$ cat src/rtl/btb_update_ctrl.sv
// BTB write-port update scheduler: round-robin arbitration of two resolution
// sources into an in-order FIFO, drained at most one registered update per cycle.
module btb_update_ctrl #(
  parameter int DEPTH = 4,
  parameter int XLEN  = 32
) (
  input  logic                     clk,
  input  logic                     rst,
  input  logic                     a_valid,
  output logic                     a_ready,
  input  logic [XLEN-1:0]          a_pc,
  input  logic [XLEN-1:0]          a_target,
  input  logic                     a_mispred,
  input  logic                     b_valid,
  output logic                     b_ready,
  input  logic [XLEN-1:0]          b_pc,
  input  logic [XLEN-1:0]          b_target,
  input  logic                     b_mispred,
  input  logic                     stall,
  input  logic                     flush,
  output logic                     update,
  output logic [XLEN-1:0]          updatePC,
  output logic [XLEN-1:0]          updateTarget,
  output logic                     mispredicted,
  output logic [$clog2(DEPTH):0]   count
);

  localparam int PW = $clog2(DEPTH);
  localparam int CW = PW + 1;
  localparam int EW = 2 * XLEN + 1;

  logic [EW-1:0]   r_mem [DEPTH];
  logic [PW-1:0]   r_wptr;
  logic [PW-1:0]   r_rptr;
  logic [CW-1:0]   r_count;
  logic            r_prio;   // 0: A has priority, 1: B has priority
  logic            r_update;
  logic [XLEN-1:0] r_pc;
  logic [XLEN-1:0] r_target;
  logic            r_mispred;

  logic            w_free_ge2;
  logic            w_free_one;
  logic            w_a_acc;
  logic            w_b_acc;
  logic            w_pri_acc;
  logic            w_oth_acc;
  logic [EW-1:0]   w_pri_entry;
  logic [EW-1:0]   w_oth_entry;
  logic [PW-1:0]   w_oth_slot;
  logic [1:0]      w_npush;
  logic            w_pop;

  // Readiness uses only the registered occupancy, so a same-cycle pop never
  // feeds back into ready.
  assign w_free_ge2 = (r_count <= CW'(DEPTH - 2));
  assign w_free_one = (r_count == CW'(DEPTH - 1));

  always_comb begin
    a_ready = 1'b0;
    b_ready = 1'b0;
    if (!flush) begin
      if (w_free_ge2) begin
        a_ready = 1'b1;
        b_ready = 1'b1;
      end else if (w_free_one) begin
        if (!r_prio) begin
          a_ready = 1'b1;
          b_ready = !a_valid;
        end else begin
          b_ready = 1'b1;
          a_ready = !b_valid;
        end
      end
    end
  end

  assign w_a_acc     = a_valid && a_ready;
  assign w_b_acc     = b_valid && b_ready;
  assign w_pri_acc   = r_prio ? w_b_acc : w_a_acc;
  assign w_oth_acc   = r_prio ? w_a_acc : w_b_acc;
  assign w_pri_entry = r_prio ? {b_pc, b_target, b_mispred} : {a_pc, a_target, a_mispred};
  assign w_oth_entry = r_prio ? {a_pc, a_target, a_mispred} : {b_pc, b_target, b_mispred};
  // The priority requester's entry is older, so the other one lands behind it.
  assign w_oth_slot  = r_wptr + PW'(w_pri_acc);
  assign w_npush     = {1'b0, w_pri_acc} + {1'b0, w_oth_acc};
  assign w_pop       = (r_count != '0) && !stall && !flush;

  always_ff @(posedge clk) begin
    if (w_pri_acc) r_mem[r_wptr]     <= w_pri_entry;
    if (w_oth_acc) r_mem[w_oth_slot] <= w_oth_entry;
  end

  always_ff @(posedge clk or negedge rst) begin
    if (!rst) begin
      r_wptr    <= '0;
      r_rptr    <= '0;
      r_count   <= '0;
      r_prio    <= 1'b0;
      r_update  <= 1'b0;
      r_pc      <= '0;
      r_target  <= '0;
      r_mispred <= 1'b0;
    end else if (flush) begin
      r_wptr   <= '0;
      r_rptr   <= '0;
      r_count  <= '0;
      r_update <= 1'b0;
    end else begin
      r_wptr   <= r_wptr + PW'(w_npush);
      r_rptr   <= r_rptr + PW'(w_pop);
      r_count  <= r_count + CW'(w_npush) - CW'(w_pop);
      r_update <= w_pop;
      if (w_pop) {r_pc, r_target, r_mispred} <= r_mem[r_rptr];
      if (w_pri_acc) r_prio <= ~r_prio;
    end
  end

  assign update       = r_update;
  assign updatePC     = r_pc;
  assign updateTarget = r_target;
  assign mispredicted = r_mispred;
  assign count        = r_count;

endmodule

$ cat config.mk
export PLATFORM = sky130hd
export DESIGN_NAME = btb_update_ctrl
export DESIGN_NICKNAME = d
export VERILOG_FILES = /design/src/rtl/btb_update_ctrl.sv
export SDC_FILE = /design/constraint.sdc
export NUM_CORES = 1
export LEC_CHECK = 0
export ABC_AREA = 1
export CAP_MARGIN = 10
export CORE_MARGIN = 2
export CORE_UTILIZATION = 57
export DETAILED_ROUTE_END_ITERATION = 10
export PLACE_DENSITY = 0.81
export SETUP_SLACK_MARGIN = 0.5
export SYNTH_ARGS = -nofsm -noshare
export SYNTH_HDL_FRONTEND = slang
export SYNTH_SLANG_ARGS = --single-unit
$ cat constraint.sdc
create_clock -name clk -period 5 [get_ports clk]
set_clock_uncertainty 0.15 [all_clocks]
set_input_delay 1 -clock clk [delete_from_list [all_inputs] [get_ports clk]]
set_output_delay 1 -clock clk [all_outputs]
set_load 0.005 [all_outputs]
==> results of run 1 <==
metal layers:
layer | part of all wire | vias to the layer above | global-route usage | wire [µm]
li1 | - | 7698 | - | -
met2 | 0.48 | 890 | 0.4935 | 23470
met5 | 0 | - | 0 | 0
met4 | 0.031 | 0 | 0.1165 | 1513
met3 | 0.095 | 137 | 0.04829 | 4689
met1 | 0.40 | 7551 | 0.3818 | 19430
area by class of cell:
class,count,area [µm²]
Fill cell,2412,10150
Sequential cell,334,9671
Multi-Input combinational cell,1622,7164
Timing Repair Buffer,233,2325
Clock buffer,54,1030
Inverter,150,565.5
Tap cell,402,503.0
Clock inverter,9,66.31
power by group:
part           switching, mW  total [mW]  leakage (nW)  internal [mW]
clock network           1.06        2.53         0.538           1.47
logic                   3.56        5.35          5.29           1.79
registers              0.391        4.63          3.27           4.24
how the worst max path moves through the flow:
stage | cells past startpoint | to
floorplan | 12 | r_mem[1][0]$_DFFE_PP_
global placement | 11 | r_mem[3][46]$_DFFE_PP_
detailed placement | 12 | r_mem[0][37]$_DFFE_PP_
CTS | 11 | r_mem[3][31]$_DFFE_PP_
global route | 12 | r_mem[0][37]$_DFFE_PP_
finish | 11 | r_mem[3][31]$_DFFE_PP_
cells by family (layout without fill, tap and decap cells):
logic type	Yosys count	in the layout	synth area share
simple gates	1217	1217	0.2708
fa+ha+maj	8	8	0.005918
compound gates	391	391	0.1078
xor+xnor	6	6	0.003923
flops	334	334	0.5313
buf+inv	322	446	0.08031
registers in the layout, summed over array words and instances (netlist names):
signal and flops:
updatePC 32, count 3, update 1, r_prio 1
r_mem 260, mispredicted 1, r_rptr 2, updateTarget 32
r_wptr 2
synth_stat cells, drive strengths merged (7+ instances only):
cell type	instances	share of area
nand3	263	0.072
a21oi	65	0.018
dfrtp	74	0.10
buf	125	0.040
nor2	277	0.058
ha	7	0.0048
clkbuf	47	0.0097
o21ai	325	0.089
nand2	674	0.14
edfxtp	260	0.43
inv	149	0.031
placed cells by master (no fill, tap or decap), types with 2 or more instances in the layout:
master	instances
nand2_1	665
clkdlybuf4s50_1	205
xnor2_1	2
edfxtp_1	260
nor3_1	2
a21oi_1	65
nand3_1	263
clkinv_1	4
dfrtp_4	3
nor2_4	5
clkinv_2	5
o21ai_0	201
inv_1	147
clkbuf_16	37
dfrtp_1	71
nor2_1	272
buf_12	5
o21ai_1	124
xor2_1	3
ha_1	7
nand2_4	8
clkbuf_8	4
clkbuf_1	13
buf_4	23
worst register-to-register path, delay by kind of cell, from the launching register on:
kind | cells | cell delay (ps)
flip-flops | 1 | 820
AND/OR/NAND/NOR | 6 | 940
buffers and inverters | 2 | 880
AO/OA/AOI/OAI | 1 | 220
adder cells (fa/ha/maj) | 1 | 440
==> results.py, run 1 <==
metrics = {
    "synthesis": {
        "synth_edf_count": 260,
        "seq_area_frac_synth": 0.5313,
        "ys_ff_latch": 334,
        "async_reset_ff_frac": 0.2216,
        "postSynthCellCount": 2278,
        "synth.distinct_cells": 27,
        "ys.warnings.count": 0,
        "syn_area_per_cell_um2": 7.981,
        "synth_nets": 2422,
        "syn_area_um2": 18180,
        "synthFlopType": "edfxtp_1",
    },
    "timing": {
        "fin_crit_sh": 0.7683,
        "tns_ps": 0,
        "hold_viol": 0,
        "max_freq_mhz": 260.3,
        "rsz0062_at_grt": "false",
        "setup_viol_count_final": 0,
        "min_period_ps": 3842,
        "maxSlewViolCount": 0,
        "worst_slew_pin_slew_ps": 1124,
        "maxSlewHeadroom": 0.2506,
        "whs_ps": 371.1,
        "setup_slack_ps": 1158,
    },
    "layout": {
        "stdcell_area_um2": 21320,
        "drive_gt1_frac": 0.03997,
        "nets": 2521,
        "area_growth_pct": 17.29,
        "utilization": 0.6775,
        "antenna_cells": 0,
        "final_cells": 2804,
    },
    "grt": {
        "overflow": 0,
        "grt_pass1_wl_um": 78630,
        "grt_usage": 0.2935,
        "antenna_found_initial": 0,
        "grt_max_degree": 132,
        "first_global_vias": 15930,
    },
    "clocking": {
        "clkTransAtPathRegs_ps": 60,
        "cts_buffer_depth": 3,
        "cts_tree": "done",
        "htreeDepth": 2,
        "clk_latency_ps": 520,
        "cts_setup_buffers": 0,
        "cts_resized": 0,
        "cts_buffers": 36,
        "hold_buffers": 0,
        "cts.sinks": 334,
        "cts-root-buf": "clkbuf_16",
    },
    "drt": {
        "drt_wl_total_um": 49100,
        "postRouteAntennaNets": 0,
        "dr.pass1.iters": 6,
        "drc": 0,
        "drt_iter0_drc": 1993,
        "post_drt_wl_per_cell_um": 17.51,
        "routed_via_density": 5.805,
        "vias": 16280,
    },
    "worst_setup_path": {
        "path_buf_inv": 3,
        "startpoint": "flush",
        "path_cells": "clkdlybuf4s50_1, nor2_4, o21a_1, nand2_1, nand2_1, ha_1, inv_1, nor2_4, buf_4, nand3_1, nand2_1",
        "cpMostUsedCell": "nand2_1",
        "cp-start-kind": "primary input",
        "critPathMaxStageDelay_ps": 740,
        "end_kind": "register",
        "r2r_slack_ps": 1410,
        "worst_r2r_endpoint": "r_mem[3][31]$_DFFE_PP_",
        "worstPathMaxFanout": 65,
        "cp.arrival_ps": 4070,
        "ff2ff_path_depth": 10,
        "required_ps": 5230,
        "critPathTopFamily": "buffers and inverters",
        "r2r-start": "r_prio$_DFFE_PN0P_",
        "crit_type": "in -> reg",
        "critPathSlowestCell": "clkdlybuf4s50_1",
    },
    "hold_path": {
        "whs_path_depth": 2,
        "hp-start": "updateTarget[16]$_DFFE_PN0P_",
        "whs_endpoint": "updateTarget[16]$_DFFE_PN0P_",
        "hold_path.class": "reg -> reg",
    },
    "placed_design": {
        "place_congestion": 0.7729,
        "post-place-ws_ps": 710.9,
        "place_area_um2": 20230,
        "portBuffers": 206,
        "place_inst": 2741,
        "hpwlAfterDp_um": 27500,
    },
    "die": {
        "rows": 65,
        "start_util": 0.5777,
        "die_y_um": 182.6,
        "pin_count": 207,
        "die_x_um": 182.6,
        "core_area_um2": 31470,
        "die_area_um2": 33340,
    },
    "power_and_ir_drop": {
        "p_per_area_nw_per_um2": 586.7,
        "ir_drop_v": 0.0004824,
        "p_total_mw": 12.51,
        "power.leakage_nw": 9.108,
    },
    "outcome": {
        "status": "finished clean",
    },
    "flow_run": {
        "cap_violations": 0,
    },
}
Note: power is estimated with default switching activity, not from simulation.
==> run 2, diff against run 1 <==
==> constraint.sdc (replaced) <==
create_clock -name clk -period 3.7 [get_ports clk]
set_clock_uncertainty 0.15 [all_clocks]
set_input_delay 0.74 -clock clk [delete_from_list [all_inputs] [get_ports clk]]
set_output_delay 0.74 -clock clk [all_outputs]
set_load 0.005 [all_outputs]
==> results.py, run 2 (synthesis gave the netlist of run 1 again) <==
metrics = {
    "flow_run": {
        "cap_violations": 0,
    },
    "die": {
        "die_area_um2": 33340,
        "die_x_um": 182.6,
        "core_area_um2": 31470,
        "pin_count": 207,
        "rows": 65,
        "start_util": 0.5777,
        "die_y_um": 182.6,
    },
    "layout": {
        "n_fill_cell": 2366,
        "stdcell_area_um2": 21900,
        "largest_reg_flops": 260,
        "final_common_cell": "nand2_1",
        "layout_common_cells": "nand2_1, nor2_1, nand3_1",
        "multi_input_comb_area_um2": 7241,
        "utilization": 0.6958,
        "nets": 2549,
        "largest-register": "r_mem",
        "drive_gt1_frac": 0.05508,
        "antenna_cells": 0,
        "area_growth_pct": 20.45,
        "seq_area_um2": 9671,
    },
    "clocking": {
        "cts_tree": "done",
        "htreeDepth": 2,
        "cts_buffers": 37,
        "hold_buffers": 0,
        "clk_latency_ps": 530,
        "cts-root-buf": "clkbuf_16",
        "clkTransAtPathRegs_ps": 60,
        "cts_buffer_depth": 3,
        "cts.sinks": 334,
    },
    "timing": {
        "min_period_ps": 3075,
        "worst_slew_pin_slew_ps": 961.4,
        "tns_ps": 0,
        "setup_viol_count_final": 0,
        "rsz0062_at_grt": "false",
        "max_freq_mhz": 325.2,
        "whs_ps": 60.10,
        "maxSlewViolCount": 0,
        "maxSlewHeadroom": 0.3591,
        "hold_viol": 0,
        "fin_crit_sh": 0.8312,
    },
    "drt": {
        "drt_wl_total_um": 50550,
        "postRouteAntennaNets": 0,
        "routed_via_density": 5.776,
        "drt_iter0_drc": 2319,
        "drc": 0,
        "post_drt_wl_per_cell_um": 17.83,
        "dr.pass1.iters": 6,
        "vias": 16370,
    },
    "placed_design": {
        "place_area_um2": 20550,
        "hpwlAfterDp_um": 28490,
        "portBuffers": 206,
        "place_congestion": 0.8153,
    },
    "grt": {
        "antenna_found_initial": 0,
        "grt_pass1_wl_um": 78670,
        "first_global_vias": 15850,
        "grt_usage": 0.2946,
        "grt_max_degree": 262,
        "overflow": 0,
    },
    "power_and_ir_drop": {
        "power.leakage_nw": 9.378,
        "ir_drop_v": 0.0006266,
        "p_per_area_nw_per_um2": 798.1,
        "p_total_mw": 17.48,
    },
    "worst_setup_path": {
        "ff2ff_path_depth": 10,
        "cp.arrival_ps": 3190,
        "end_kind": "register",
        "worstPathMaxFanout": 197,
        "cp-start-kind": "primary input",
        "crit_type": "in -> reg",
        "required_ps": 3820,
    },
    "hold_path": {
        "hold_path.class": "in -> async",
    },
    "outcome": {
        "status": "finished clean",
    },
}
## run 2: per-stage QoR
stage | setup slack, ps | instances
final | 624.7 | 2835
after global routing | 468.4 | 2835
after CTS | 544.9 | 2818
after detailed placement | 18.45 | 2751
after global placement | 90.33 | 2751
after floorplan | 572.4 | 2278
## run 2: final timing paths
kind,to,startpoint,slack [ps]
max in group asynchronous,mispredicted$_DFFE_PN0P_,rst,2560
hold / removal,updateTarget[16]$_DFFE_PN0P_,rst,60
setup reg to reg,r_mem[1][64]$_DFFE_PP_,r_prio$_DFFE_PN0P_,750
hold reg to reg,updateTarget[9]$_DFFE_PN0P_,updateTarget[9]$_DFFE_PN0P_,370
setup / recovery,r_mem[1][64]$_DFFE_PP_,flush,620
min in group clk,updateTarget[9]$_DFFE_PN0P_,updateTarget[9]$_DFFE_PN0P_,370
## run 2: report_power, final
group          switching, mW  internal (mW)
logic                   5.04           2.66
registers              0.442           5.73
clock network           1.49           2.11
total                   6.97           10.5
## run 2: final cells by class
| cell class | instances | area share |
|---|---|---|
| repair buffers | 257 | 0.1254 |
| clock inverters | 15 | 0.005999 |
| well taps | 402 | 0.02297 |
| flip-flops and latches | 334 | 0.4416 |
| inverters | 150 | 0.02582 |
| multi-input cells | 1625 | 0.3306 |
| clock buffers | 52 | 0.04759 |
## run 2: metal layers
| layer | GRT usage | vias up | wire (µm) |
|---|---|---|---|
| met3 | 0.04450 | 101 | 5308 |
| met2 | 0.4989 | 965 | 24510 |
| met1 | 0.3813 | 7529 | 19370 |
| met5 | 0 | - | 0 |
| met4 | 0.1210 | 0 | 1358 |
| li1 | - | 7779 | - |
## run 2: critical path: stages
cell and delay [ps]:
clkdlybuf4s50_1 460, nor2_4 170, nand3_1 200, nand2_8 130, buf_12 490, nand2_4 280, buf_12 300, nand2_1 110
nand2_1 80
## run 2: what timing repair did
action                                 in CTS  in global routing
endpoints found under the hold margin       0                  0
setup endpoints to repair                   0                411
setup buffers                               0                 13
gates resized for setup                     0                  5
